<file path="src/rtl/uart_pkg.sv">
// Shared UART definitions: transmit FSM states and default bit timing used by both directions.
// Timing: 19.0 MHz / 16 / 19200 baud -> tick every 62 clk, 16 ticks per bit.
package uart_pkg;

   localparam int unsigned DEFAULT_DIVIDER    = 61;
   localparam int unsigned DEFAULT_OVERSAMPLE = 15;

   typedef enum logic [1:0] {
      IDLE,
      START,
      DATA,
      STOP
   } tx_state_t;

endpackage

</file>
<file path="src/rtl/uart_tx_fifo.sv">
// Circular FIFO with occupancy counter; data_ready-style accept flag is registered and low in reset.
// Zero-latency read of the head; a push while full is ignored, push+pop together keep occupancy.
module uart_tx_fifo #(
   parameter int unsigned width = 8,
   parameter int unsigned depth = 4
) (
   input  logic             clk,
   input  logic             reset,
   input  logic             push_i,
   input  logic [width-1:0] wdata_i,
   input  logic             pop_i,
   output logic [width-1:0] rdata_o,
   output logic             ready_o,
   output logic             empty_o
);

   localparam int unsigned PW = (depth > 1) ? $clog2(depth) : 1;
   localparam int unsigned CW = $clog2(depth + 1);

   logic [width-1:0] mem_q [depth];
   logic [PW-1:0]    wr_ptr_q;
   logic [PW-1:0]    rd_ptr_q;
   logic [CW-1:0]    count_q;
   logic [CW-1:0]    count_d;
   logic             ready_q;
   logic             do_push;
   logic             do_pop;

   assign do_push = push_i && ready_q;
   assign do_pop  = pop_i && (count_q != '0);

   always_comb begin
      count_d = count_q;
      if (do_push && !do_pop) begin
         count_d = count_q + 1'b1;
      end else if (do_pop && !do_push) begin
         count_d = count_q - 1'b1;
      end
   end

   // Ready looks at next occupancy so it is valid on the first edge after reset.
   always_ff @(posedge clk or negedge reset) begin
      if (!reset) begin
         wr_ptr_q <= '0;
         rd_ptr_q <= '0;
         count_q  <= '0;
         ready_q  <= 1'b0;
      end else begin
         if (do_push) wr_ptr_q <= wr_ptr_q + 1'b1;
         if (do_pop)  rd_ptr_q <= rd_ptr_q + 1'b1;
         count_q <= count_d;
         ready_q <= (count_d != CW'(depth));
      end
   end

   always_ff @(posedge clk) begin
      if (do_push) mem_q[wr_ptr_q] <= wdata_i;
   end

   assign rdata_o = mem_q[rd_ptr_q];
   assign ready_o = ready_q;
   assign empty_o = (count_q == '0);

endmodule

</file>
<file path="src/rtl/uart_tx.sv">
// 8N1 UART transmitter fed by a small FIFO; tx falls one edge after a byte lands in an idle, empty queue.
// Back-pressure via data_ready (low while FIFO full); queued frames go out back-to-back with no idle gap.
module uart_tx
   import uart_pkg::*;
#(
   parameter int unsigned divider    = DEFAULT_DIVIDER,
   parameter int unsigned oversample = DEFAULT_OVERSAMPLE,
   parameter int unsigned fifo_depth = 4
) (
   input  logic       clk,
   input  logic       reset,
   input  logic [7:0] data,
   input  logic       data_valid,
   output logic       data_ready,
   output logic       tx,
   output logic       busy
);

   localparam int unsigned TW = (divider > 0) ? $clog2(divider + 1) : 1;
   localparam int unsigned SW = (oversample > 0) ? $clog2(oversample + 1) : 1;

   tx_state_t     state_q;
   logic [TW-1:0] tick_q;
   logic [SW-1:0] samp_q;
   logic [7:0]    shift_q;
   logic [2:0]    bit_q;
   logic          tx_q;

   logic          tick;
   logic          bit_end;
   logic          fifo_pop;
   logic          fifo_empty;
   logic [7:0]    fifo_rdata;

   uart_tx_fifo #(
      .width (8),
      .depth (fifo_depth)
   ) u_fifo (
      .clk     (clk),
      .reset   (reset),
      .push_i  (data_valid),
      .wdata_i (data),
      .pop_i   (fifo_pop),
      .rdata_o (fifo_rdata),
      .ready_o (data_ready),
      .empty_o (fifo_empty)
   );

   assign tick     = (tick_q == TW'(divider));
   assign bit_end  = tick && (samp_q == SW'(oversample));
   assign fifo_pop = !fifo_empty && ((state_q == IDLE) || ((state_q == STOP) && bit_end));

   always_ff @(posedge clk or negedge reset) begin
      if (!reset) begin
         state_q <= IDLE;
         tick_q  <= '0;
         samp_q  <= '0;
         shift_q <= '0;
         bit_q   <= '0;
         tx_q    <= 1'b1;
      end else begin
         tick_q <= tick ? '0 : tick_q + 1'b1;
         if (tick) samp_q <= (samp_q == SW'(oversample)) ? '0 : samp_q + 1'b1;

         // Every START entry (from IDLE or straight out of STOP) realigns the bit timers.
         if (fifo_pop) begin
            state_q <= START;
            shift_q <= fifo_rdata;
            tx_q    <= 1'b0;
            tick_q  <= '0;
            samp_q  <= '0;
         end else if (bit_end) begin
            case (state_q)
               START: begin
                  state_q <= DATA;
                  bit_q   <= '0;
                  tx_q    <= shift_q[0];
               end
               DATA: begin
                  shift_q <= shift_q >> 1;
                  if (bit_q == 3'd7) begin
                     state_q <= STOP;
                     tx_q    <= 1'b1;
                  end else begin
                     bit_q <= bit_q + 1'b1;
                     tx_q  <= shift_q[1];
                  end
               end
               STOP: begin
                  state_q <= IDLE;
                  tx_q    <= 1'b1;
               end
               default: ;
            endcase
         end
      end
   end

   assign tx   = tx_q;
   assign busy = (state_q != IDLE) || !fifo_empty;

endmodule

</file>
<file path="config.mk">
export PLATFORM = sky130hd
export DESIGN_NAME = uart_tx
export DESIGN_NICKNAME = d
export VERILOG_FILES = /design/src/rtl/uart_pkg.sv /design/src/rtl/uart_tx_fifo.sv /design/src/rtl/uart_tx.sv
export SDC_FILE = /design/constraint.sdc
export NUM_CORES = 1
export LEC_CHECK = 0
export CELL_PAD_IN_SITES_DETAIL_PLACEMENT = 2
export CELL_PAD_IN_SITES_GLOBAL_PLACEMENT = 2
export CORE_ASPECT_RATIO = 0.5
export CORE_UTILIZATION = 45
export DETAILED_ROUTE_END_ITERATION = 7
export GPL_TIMING_DRIVEN = 0
export PLACE_DENSITY_LB_ADDON = 0.1
export SYNTH_ARGS = -nofsm -noshare
export SYNTH_HDL_FRONTEND = slang
export SYNTH_HIERARCHICAL = 1
export SYNTH_SLANG_ARGS = --single-unit
</file>
<file path="constraint.sdc">
create_clock -name clk -period 5.5 [get_ports clk]
set_input_delay 1.1 -clock clk [delete_from_list [all_inputs] [get_ports clk]]
set_output_delay 1.1 -clock clk [all_outputs]
set_load 0.05 [all_outputs]
</file>
# After elaboration in Yosys (flattened, before gate mapping)
# Memory sizes are Yosys's and may differ from the RTL's.
# Cells that the tools add are included.
[word_totals] register_bits=32 latchBits=0 ramBits=32 romBits=0 out_inout_bits=3 elab_cells=75 n_memories=1
[memory_table] name="u_fifo.mem_q" depth=4 width=8 rd=1 rd_clocked_by_memory_dff=0 wr=1 line_no="uart_tx_fifo.sv:20" text="logic [width-1:0] mem_q [depth];"
[op_classes] addsub=7 multipliers=0 div=0 order_cmp=0 n_eq_ne=9 shift=0 mux=22 n_bitwise=1 reduce_logical=25
[op_table] cell="$mux 8" count=3
[op_table] cell="$mux 4" count=3
[op_table] cell="$mux 6" count=2
[op_table] cell="$reduce_bool 2->1" count=5
[op_table] cell="$mux 3" count=3
[op_table] cell="$logic_and 1x1->1" count=7
[op_table] cell="$add 3x1->3 const B" count=2
[op_table] cell="$add 6x1->6 const B" count=1
[op_table] cell="$eq 6x6->1 const B" count=1
[op_table] cell="$mux 2" count=3
[op_table] cell="$pmux 2 s3" count=1
[op_table] cell="$pmux 3 s2" count=1
[op_table] cell="$mux 1" count=5
[op_table] cell="$add 2x1->2 const B" count=2
[op_table] cell="$add 4x1->4 const B" count=1
[op_table] cell="$eq 2x2->1 const B" count=2
[op_table] cell="$eq 4x4->1 const B" count=1
[op_table] cell="$reduce_and 2->1" count=2
[op_table] cell="$reduce_and 4->1" count=1
[op_table] cell="$reduce_bool 4->1" count=1
[op_table] cell="$eq 3x3->1 const B" count=1
[op_table] cell="$logic_not 1->1" count=3
[op_table] cell="$logic_not 3->1" count=1
[op_table] cell="$ne 3x2->1 const B" count=1
[op_table] cell="other kinds (10)" count=11

# Longest topological paths before layout
# Gate-level depths: netlist of the first run.
[logic_depth] ltp_word=10 ltp_mapped=12

# Modules after synthesis
# Netlist of the first run, hierarchy kept.
[modules_own_cells] mod="uart_tx_fifo" instances=1 cells_per_inst=95 area_each_um2=1694.1
[modules_own_cells] mod="uart_tx" instances=1 cells_per_inst=140 area_each_um2=1371.3

# Worst setup path after synthesis of the first run
# OpenSTA, ideal clock, no wires.
[synth_path] kind="flip-flop to output port" start="register u_fifo.count_q[0]" end="output port busy" arrival_time_ps=1296 t_required_ps=4400 setup_slack_ps=3104 stages_incl_launch_ff=6 cell_sequence="dfrtp_1 inv_1 ha_1 nand2b_1 inv_1 nand2_1"
[synth_between] elab_chain_cells=3
[synth_rtl] item="start, declared" line_no="uart_tx_fifo.sv:23" text="logic [CW-1:0] count_q;"
[synth_rtl] item="start signal, assigned" line_no="uart_tx_fifo.sv:51" text="count_q <= count_d;"
[synth_rtl] item="$logic_not 3->1" line_no="uart_tx_fifo.sv:62" text="assign empty_o = (count_q == '0);"
[synth_rtl] item="net fifo_empty" line_no="uart_tx.sv:32" text="logic fifo_empty;"
[synth_rtl] item="$logic_not 1->1" line_no="uart_tx.sv:100" text="assign busy = (state_q != IDLE) || !fifo_empty;"
[synth_rtl] item="$logic_or 1x1->1" line_no="uart_tx.sv:100"
[synth_rtl] item="end, declared" line_no="uart_tx.sv:16" text="output logic busy"
# The timed path passes the listed nets, and every way through them passes these cells.

# Worst setup path in the final report of the first run
# Ends and elaborated chain as after synthesis.

==> reports/qor.csv, run 1 <==
stage,metric,value,unit
status,status,completed,
floorplan,chipHeight,60.36,µm
yosys,synth_seq_area_share,57.51,%
yosys,yosys-top-cells-area,"edfxtp_1 (31%), dfrtp_1 (25%), ha_1 (6.5%)",
sta,tightest_slew,821.2,ps
route,route.vias.total,2067,
power,pwr-share-comb,30.3,%
yosys,synth_cell_types,48,
flow_run,cap_violations,0,
placement,placed_cell_area,0.003301,mm²
yosys,synth_warnings,6,
placement,port_buffers,13,
sta,period_needed,3547,ps
floorplan,row_count,20,
route,postRouteAntennaNets,0,
route,wl_per_cell,22.38,µm
cts,numCtsBuffers,9,
worst_setup_path,path_cells,"inv_1, ha_1, nand2b_1, inv_1, nand2_1, clkdlybuf4s50_1",
final_layout,fillCellCount,596,
global_routing,grt_first_pass_wirelength,12.71,mm
route,drc_errors,0,
yosys,synth-xor-area-share,2.571,%
power,peakVddDrop,0.2246,mV
global_routing,gr-total-overflow,0,
cts,cts.sinks,64,
sta,setup_slack,1953,ps
placement,place_congestion,0.7743,
worst_setup_path,max_stage_delay,800,ps
power,p_per_area,495.5,mW/mm²
yosys,avgSynthCellArea,13.04,µm²
final_layout,diodes,0,
floorplan,core,0.006306,mm²
route,initialDrtViolationCount,49,
floorplan,fp.dieArea,0.007166,mm²
power,leakage,1.388,nW
sta,slew_headroom,45.26,%
sta,hold_ws,496.3,ps
cts,tritoncts,yes,
worst_setup_path,startpoint_type,flip-flop,
final_layout,regArea,0.001763,mm²
yosys,ys_ff_latch,64,
final_layout,final_cell_area,0.003558,mm²
yosys,synth_compound_area_share,11.06,%
cts,cts_setup_buffers,0,
sta,setup_viol,0,
route,totalWireLength,7.877,mm
yosys,synth_top_family_by_area,simple AND/OR/NAND/NOR gates,
yosys,syn_nets,262,
global_routing,gr-usage-all-layers,24.79,%
placement,place_inst,336,
yosys,yosysTopAreaCell,edfxtp_1,
floorplan,start_util,48.61,%
worst_setup_path,crit_path_frequent_cell,inv_1,
power,power_frac_seq,41.5,%
final_layout,stdcell_count,352,
yosys,syn_inst,235,
worst_setup_path,critPathCaptureType,output pin,
cts,holdBufCountCts,0,
yosys,synth_area,0.003065,mm²
cts,clock_latency,320,ps
cts,cts_resized,0,
worst_setup_path,cp_data_required_time,4400,ps
cts,cts_root_buf,clkbuf_16,
worst_setup_path,critical_path_class,flip-flop to output pin,
power,power_frac_clock,28.2,%
yosys,synthMuxAreaShare,6.245,%
worst_setup_path,path_max_fanout,7,
yosys,synth_top_area_share,31.35,%
yosys,synth-simple-area-share,13.43,%
yosys,ys.flop_type,edfxtp_1,
cts,cts.path.max_buffers,2,
power,p_sw_share,33.21,%
final_layout,final_util,56.43,%
route,dr.pass1.iters,4,
sta,fin_crit_sh,64.49,%
final_layout,multi_input_area,0.001221,mm²
worst_setup_path,crit_path_top_delay_cell,clkdlybuf4s50_1,
hold_path,hold_class,flip-flop to flip-flop,
sta,slew_violations,0,
cts,htreeDepth,3,
sta,hold_viol,0,
power,finalPower,1.763,mW
sta,fmax,0.2819,GHz
sta,clock_skew,4.770,ps
yosys,async_flop_share,50.00,%
global_routing,grt_pass1_vias,2283,
global_routing,antenna_found_initial,0,
yosys,synth_edf_count,32,
power,p_sw,585.4,µW
worst_setup_path,worst_ep_arrival_time,2450,ps
placement,dp_hpwl,5.178,mm
sta,setup_tns,0,ps
cts,clk_pin_slew,50,ps
final_layout,syn2layout_area_growth,16.08,%
final_layout,final_nets,286,
power,p_int,1.178,mW
sta,rsz0062_at_grt,false,
final_layout,layout-drive-gt1-share,14.39,%
route,via_per_inst,5.872,
placement,post-place-ws,2289,ps
floorplan,die-width,118.7,µm
floorplan,io-pin-count,14,
yosys,synth-adder-area-share,6.531,%
global_routing,grt_max_degree,33,
area by class of cell:
cell class              instances  share of cell area, %
flip-flops and latches         64                  49.54
well taps                      88                  3.094
multi-input cells             155                  34.32
repair buffers                 13                  3.516
plain buffers                   7                  1.336
inverters                       9                 0.9494
clock buffers                  11                  6.540
clock inverters                 5                 0.7032
registers in the layout (all words and copies together) (netlist names), 2 cells and up:
signal,cells
samp_q,4
state_q,2
bit_q,3
tick_q,6
shift_q,8
u_fifo/count_q,3
u_fifo/mem_q,32
u_fifo/wr_ptr_q,2
u_fifo/rd_ptr_q,2
layout by cell type, fill, tap and decap left out, types with 4 or more instances in the layout:
cell	n
mux4_2	8
ha_1	16
o22a_1	7
o211ai_1	4
xnor2_1	6
and3_2	5
clkbuf_1	4
nand2_1	15
and2_1	7
clkbuf_16	9
dfrtp_1	31
nand3_1	13
a21oi_1	13
o21ai_0	7
nor2_1	11
inv_1	8
edfxtp_1	32
nor2b_1	5
clkdlybuf4s50_1	12
nand2b_1	4
per-layer routing:
metal  track usage [%]  wire length [µm]  share of wire, %  up-vias
met5                 0                 0                 0        -
met4             9.584               110               1.4        0
met3             5.733               218               2.8       14
met2             43.61              3950                50       34
met1             31.03              3599                46     1095
li1                  -                 -                 -      924
power by group through the flow:
| stage | combinational [mW] | clock [mW] | sequential (mW) |
|---|---|---|---|
| floorplan | 0.376 | 0 | 0.716 |
| global placement | 0.491 | 0 | 0.718 |
| detailed placement | 0.532 | 0 | 0.736 |
| CTS | 0.543 | 0.509 | 0.733 |
| global route | 0.587 | 0.525 | 0.746 |
| finish | 0.534 | 0.497 | 0.732 |
cells by family (layout without fill, tap and decap cells):
| group | Yosys count | count (layout) |
|---|---|---|
| buffers and inverters | 16 | 45 |
| XOR/XNOR | 9 | 9 |
| flip-flops | 64 | 64 |
| AND/OR/NAND/NOR | 74 | 74 |
| multiplexers | 9 | 9 |
| adder cells (fa/ha/maj) | 16 | 16 |
| AO/OA/AOI/OAI | 47 | 47 |
cells in the mapped netlist, types with 2 or more instances:
cell	n
xor2_1	3
nand3_1	13
a21oi_1	13
nor2b_1	5
nor3_1	2
dfrtp_1	31
edfxtp_1	32
or3_1	2
a31oi_1	3
nor2_1	11
o22a_1	7
and3_2	5
buf_2	2
o31ai_1	2
clkbuf_1	2
buf_6	2
and2_1	7
nand2b_1	4
o21ai_0	7
mux4_2	8
ha_1	16
and4b_1	2
and4_1	2
o211ai_1	4
inv_1	8
nand2_1	15
xnor2_1	6
path summary, 6_finish.rpt:
kind	from	endpoint	slack, ps	cells past startpoint
worst max-delay path	u_fifo/count_q[0]	busy	1950	6
worst min-delay path	tick_q[0]	tick_q[0]	500	1
worst max register to register	u_fifo/count_q[0]	u_fifo/ready_o	2570	11
worst min register to register	tick_q[0]	tick_q[0]	500	1
max in group asynchronous	reset	u_fifo/wr_ptr_q[0]	4100	1
min in group asynchronous	reset	tick_q[0]	870	1
worst max-delay path: cells and delay by family (launching register included):
family	cells	cell delay, ps
flops	1	420
fa+ha+maj	1	230
buf+inv	3	1120
simple gates	2	350
(Power assumes the default switching activity.)
==> inputs of run 2 (changes only) <==
Settings changed: CORE_UTILIZATION 45 to 38.
Clock period 5.5 ns to 2.98 ns, I/O delays scaled along.
==> reports/qor.csv, run 2 (same netlist as run 1, synthesis figures left out) <==
stage,metric,value,unit,change
floorplan,core,0.007570,mm²,was 0.006306 mm²
worst_setup_path,path_cells,"inv_1, ha_1, nand2b_1, inv_2, nand2_1, dlygate4sd2_1",,"was inv_1, ha_1, nand2b_1, inv_1, nand2_1, clkdlybuf4s50_1"
floorplan,io-pin-count,14,,unchanged
final_layout,final_nets,288,,was 286
final_layout,layout-drive-gt1-share,16.54,%,was 14.39%
global_routing,antenna_found_initial,0,,unchanged
global_routing,grt_busiest_layer,met2,,unchanged
floorplan,fp.dieArea,0.008452,mm²,was 0.007166 mm²
global_routing,grt_use_met1,25.52,%,was 31.03%
final_layout,reg_top3,"u_fifo/mem_q: 32 flops, shift_q: 8 flops, tick_q: 6 flops",,unchanged
route,drc_errors,0,,unchanged
floorplan,die-width,129.0,µm,was 118.7 µm
power,p_per_area,921.5,mW/mm²,was 495.5 mW/mm²
floorplan,start_util,40.50,%,was 48.61%
worst_setup_path,crit_path_top_delay_cell,dlygate4sd2_1,,was clkdlybuf4s50_1
route,wl_per_cell,20.00,µm,was 22.38 µm
worst_setup_path,critPathBufInv,3,,unchanged
sta,setup_viol,0,,unchanged
floorplan,chipHeight,65.51,µm,was 60.36 µm
placement,place_inst,356,,was 336
cts,clk_pin_slew,50,ps,about the same
global_routing,grt_pass1_vias,2259,,was 2283
route,postRouteAntennaNets,0,,unchanged
final_layout,largest_register_ffs,32,,unchanged
route,dr.pass1.iters,4,,unchanged
cts,holdBufCountCts,0,,unchanged
final_layout,largest_register,u_fifo/mem_q,,unchanged
cts,clock_latency,330,ps,was 320 ps
cts,numCtsBuffers,9,,unchanged
sta,period_needed,2731,ps,
worst_setup_path,path_max_fanout,7,,unchanged
status,status,completed,,unchanged
global_routing,grt_first_pass_wirelength,12.41,mm,was 12.71 mm
cts,cts.sinks,64,,unchanged
worst_setup_path,critPathCaptureType,output pin,,unchanged
global_routing,grt_max_degree,33,,unchanged
placement,place_congestion,0.6764,,was 0.7743
global_routing,grt_util_met3,6.026,%,was 5.733%
power,leakage,1.408,nW,was 1.388 nW
cts,cts.path.max_buffers,2,,unchanged
final_layout,diodes,0,,unchanged
worst_setup_path,worst_ep_arrival_time,2140,ps,was 2450 ps
sta,tightest_slew,815.0,ps,was 821.2 ps
sta,clock_skew,6.514,ps,was 4.770 ps
sta,hold_viol,0,,unchanged
cts,cts_root_buf,clkbuf_16,,unchanged
power,peakVddDrop,0.4112,mV,was 0.2246 mV
final_layout,stdcell_count,374,,was 352
cts,htreeDepth,3,,unchanged
route,via_per_inst,5.337,,was 5.872
placement,port_buffers,13,,unchanged
global_routing,use_met2,35.14,%,was 43.61%
worst_setup_path,critPathTopFamily,buffers and inverters,,unchanged
floorplan,row_count,22,,was 20
route,initialDrtViolationCount,132,,was 49
sta,fmax,0.3661,GHz,
final_layout,final_util,47.97,%,was 56.43%
worst_setup_path,startpoint_type,flip-flop,,unchanged
route,route.vias.total,1996,,was 2067
cts,tritoncts,yes,,unchanged
hold_path,hold_class,input port to async pin,,was flip-flop to flip-flop
sta,setup_tns,0,ps,unchanged
global_routing,gr-usage-all-layers,20.64,%,was 24.79%
sta,fin_crit_sh,91.65,%,
sta,slew_violations,0,,unchanged
placement,dp_hpwl,5.066,mm,was 5.178 mm
flow_run,cap_violations,0,,unchanged
power,finalPower,3.346,mW,was 1.763 mW
global_routing,gr-total-overflow,0,,unchanged
final_layout,layout.cells.most_common,edfxtp_1,,unchanged
final_layout,syn2layout_area_growth,18.45,%,was 16.08%
worst_setup_path,critical_path_class,flip-flop to output pin,,unchanged
worst_setup_path,max_stage_delay,520,ps,was 800 ps
sta,rsz0062_at_grt,false,,unchanged
route,totalWireLength,7.480,mm,was 7.877 mm
final_layout,fillCellCount,745,,was 596
worst_setup_path,cp_data_required_time,2380,ps,was 4400 ps
final_layout,layout_common_cells,"edfxtp_1 (32), dfrtp_1 (31), ha_1 (16)",,unchanged
sta,slew_headroom,45.67,%,was 45.26%
-- run 2: cell types whose count changed in the layout (fill, tap and decap cells not counted) --
cell,delta
clkinv_1,-1
clkdlybuf4s50_1,-1
inv_1,-1
dlygate4sd2_1,+1
clkinv_4,+1
buf_4,+2
clkbuf_1,-1
nor2b_1,-1
inv_2,+1
bufinv_16,+1
nor2b_2,+1
-- run 2: metal layers --
layer	part of all wire, %	vias to the layer above
met4	1.4	0
met3	3.1	12
met2	48	21
met1	47	1031
met5	0	-
li1	-	932
-- run 2: layout make-up --
type                    count  area, µm²  share of cell area [%]
well taps                 108      135.1                   3.722
plain buffers               7      47.55                   1.309
clock inverters             6      60.06                   1.654
clock buffers              10      229.0                   6.306
multi-input cells         155       1224                   33.70
repair buffers             15      138.9                   3.825
flip-flops and latches     64       1763                   48.55
inverters                   9      33.78                  0.9304
-- run 2: power by group --
part	internal [mW]	switching, mW
sequential	1.19	0.156
clock	0.642	0.379
combinational	0.439	0.541
total	2.27	1.08
-- run 2: path summary, 6_finish.rpt --
| kind | cells after the start | from | slack [ps] | end |
|---|---|---|---|---|
| setup / recovery | 6 | u_fifo/count_q[0] | 250 | busy |
| hold / removal | 1 | reset | 360 | samp_q[3] |
| setup reg to reg | 12 | u_fifo/count_q[0] | 280 | u_fifo/ready_o |
| hold reg to reg | 2 | shift_q[7] | 520 | shift_q[7] |
| max in group asynchronous | 1 | reset | 2100 | bit_q[2] |
| min in group clk | 2 | shift_q[7] | 520 | shift_q[7] |
-- run 2: stage by stage --
stage	setup WS (ps)	cell area (µm²)	hold slack, ps
global placement	176.1	3331	480.4
global route	69.97	3631	398.3
CTS	67.87	3613	386.5
detailed placement	81.06	3326	514.9
finish	248.7	3631	358.7
floorplan	749.1	3065	300.4
-- run 2: repair_timing --
action	CTS	global route
pin swaps	0	1
endpoints found under the setup margin	1	2
resized for setup	1	2
setup buffers	0	2
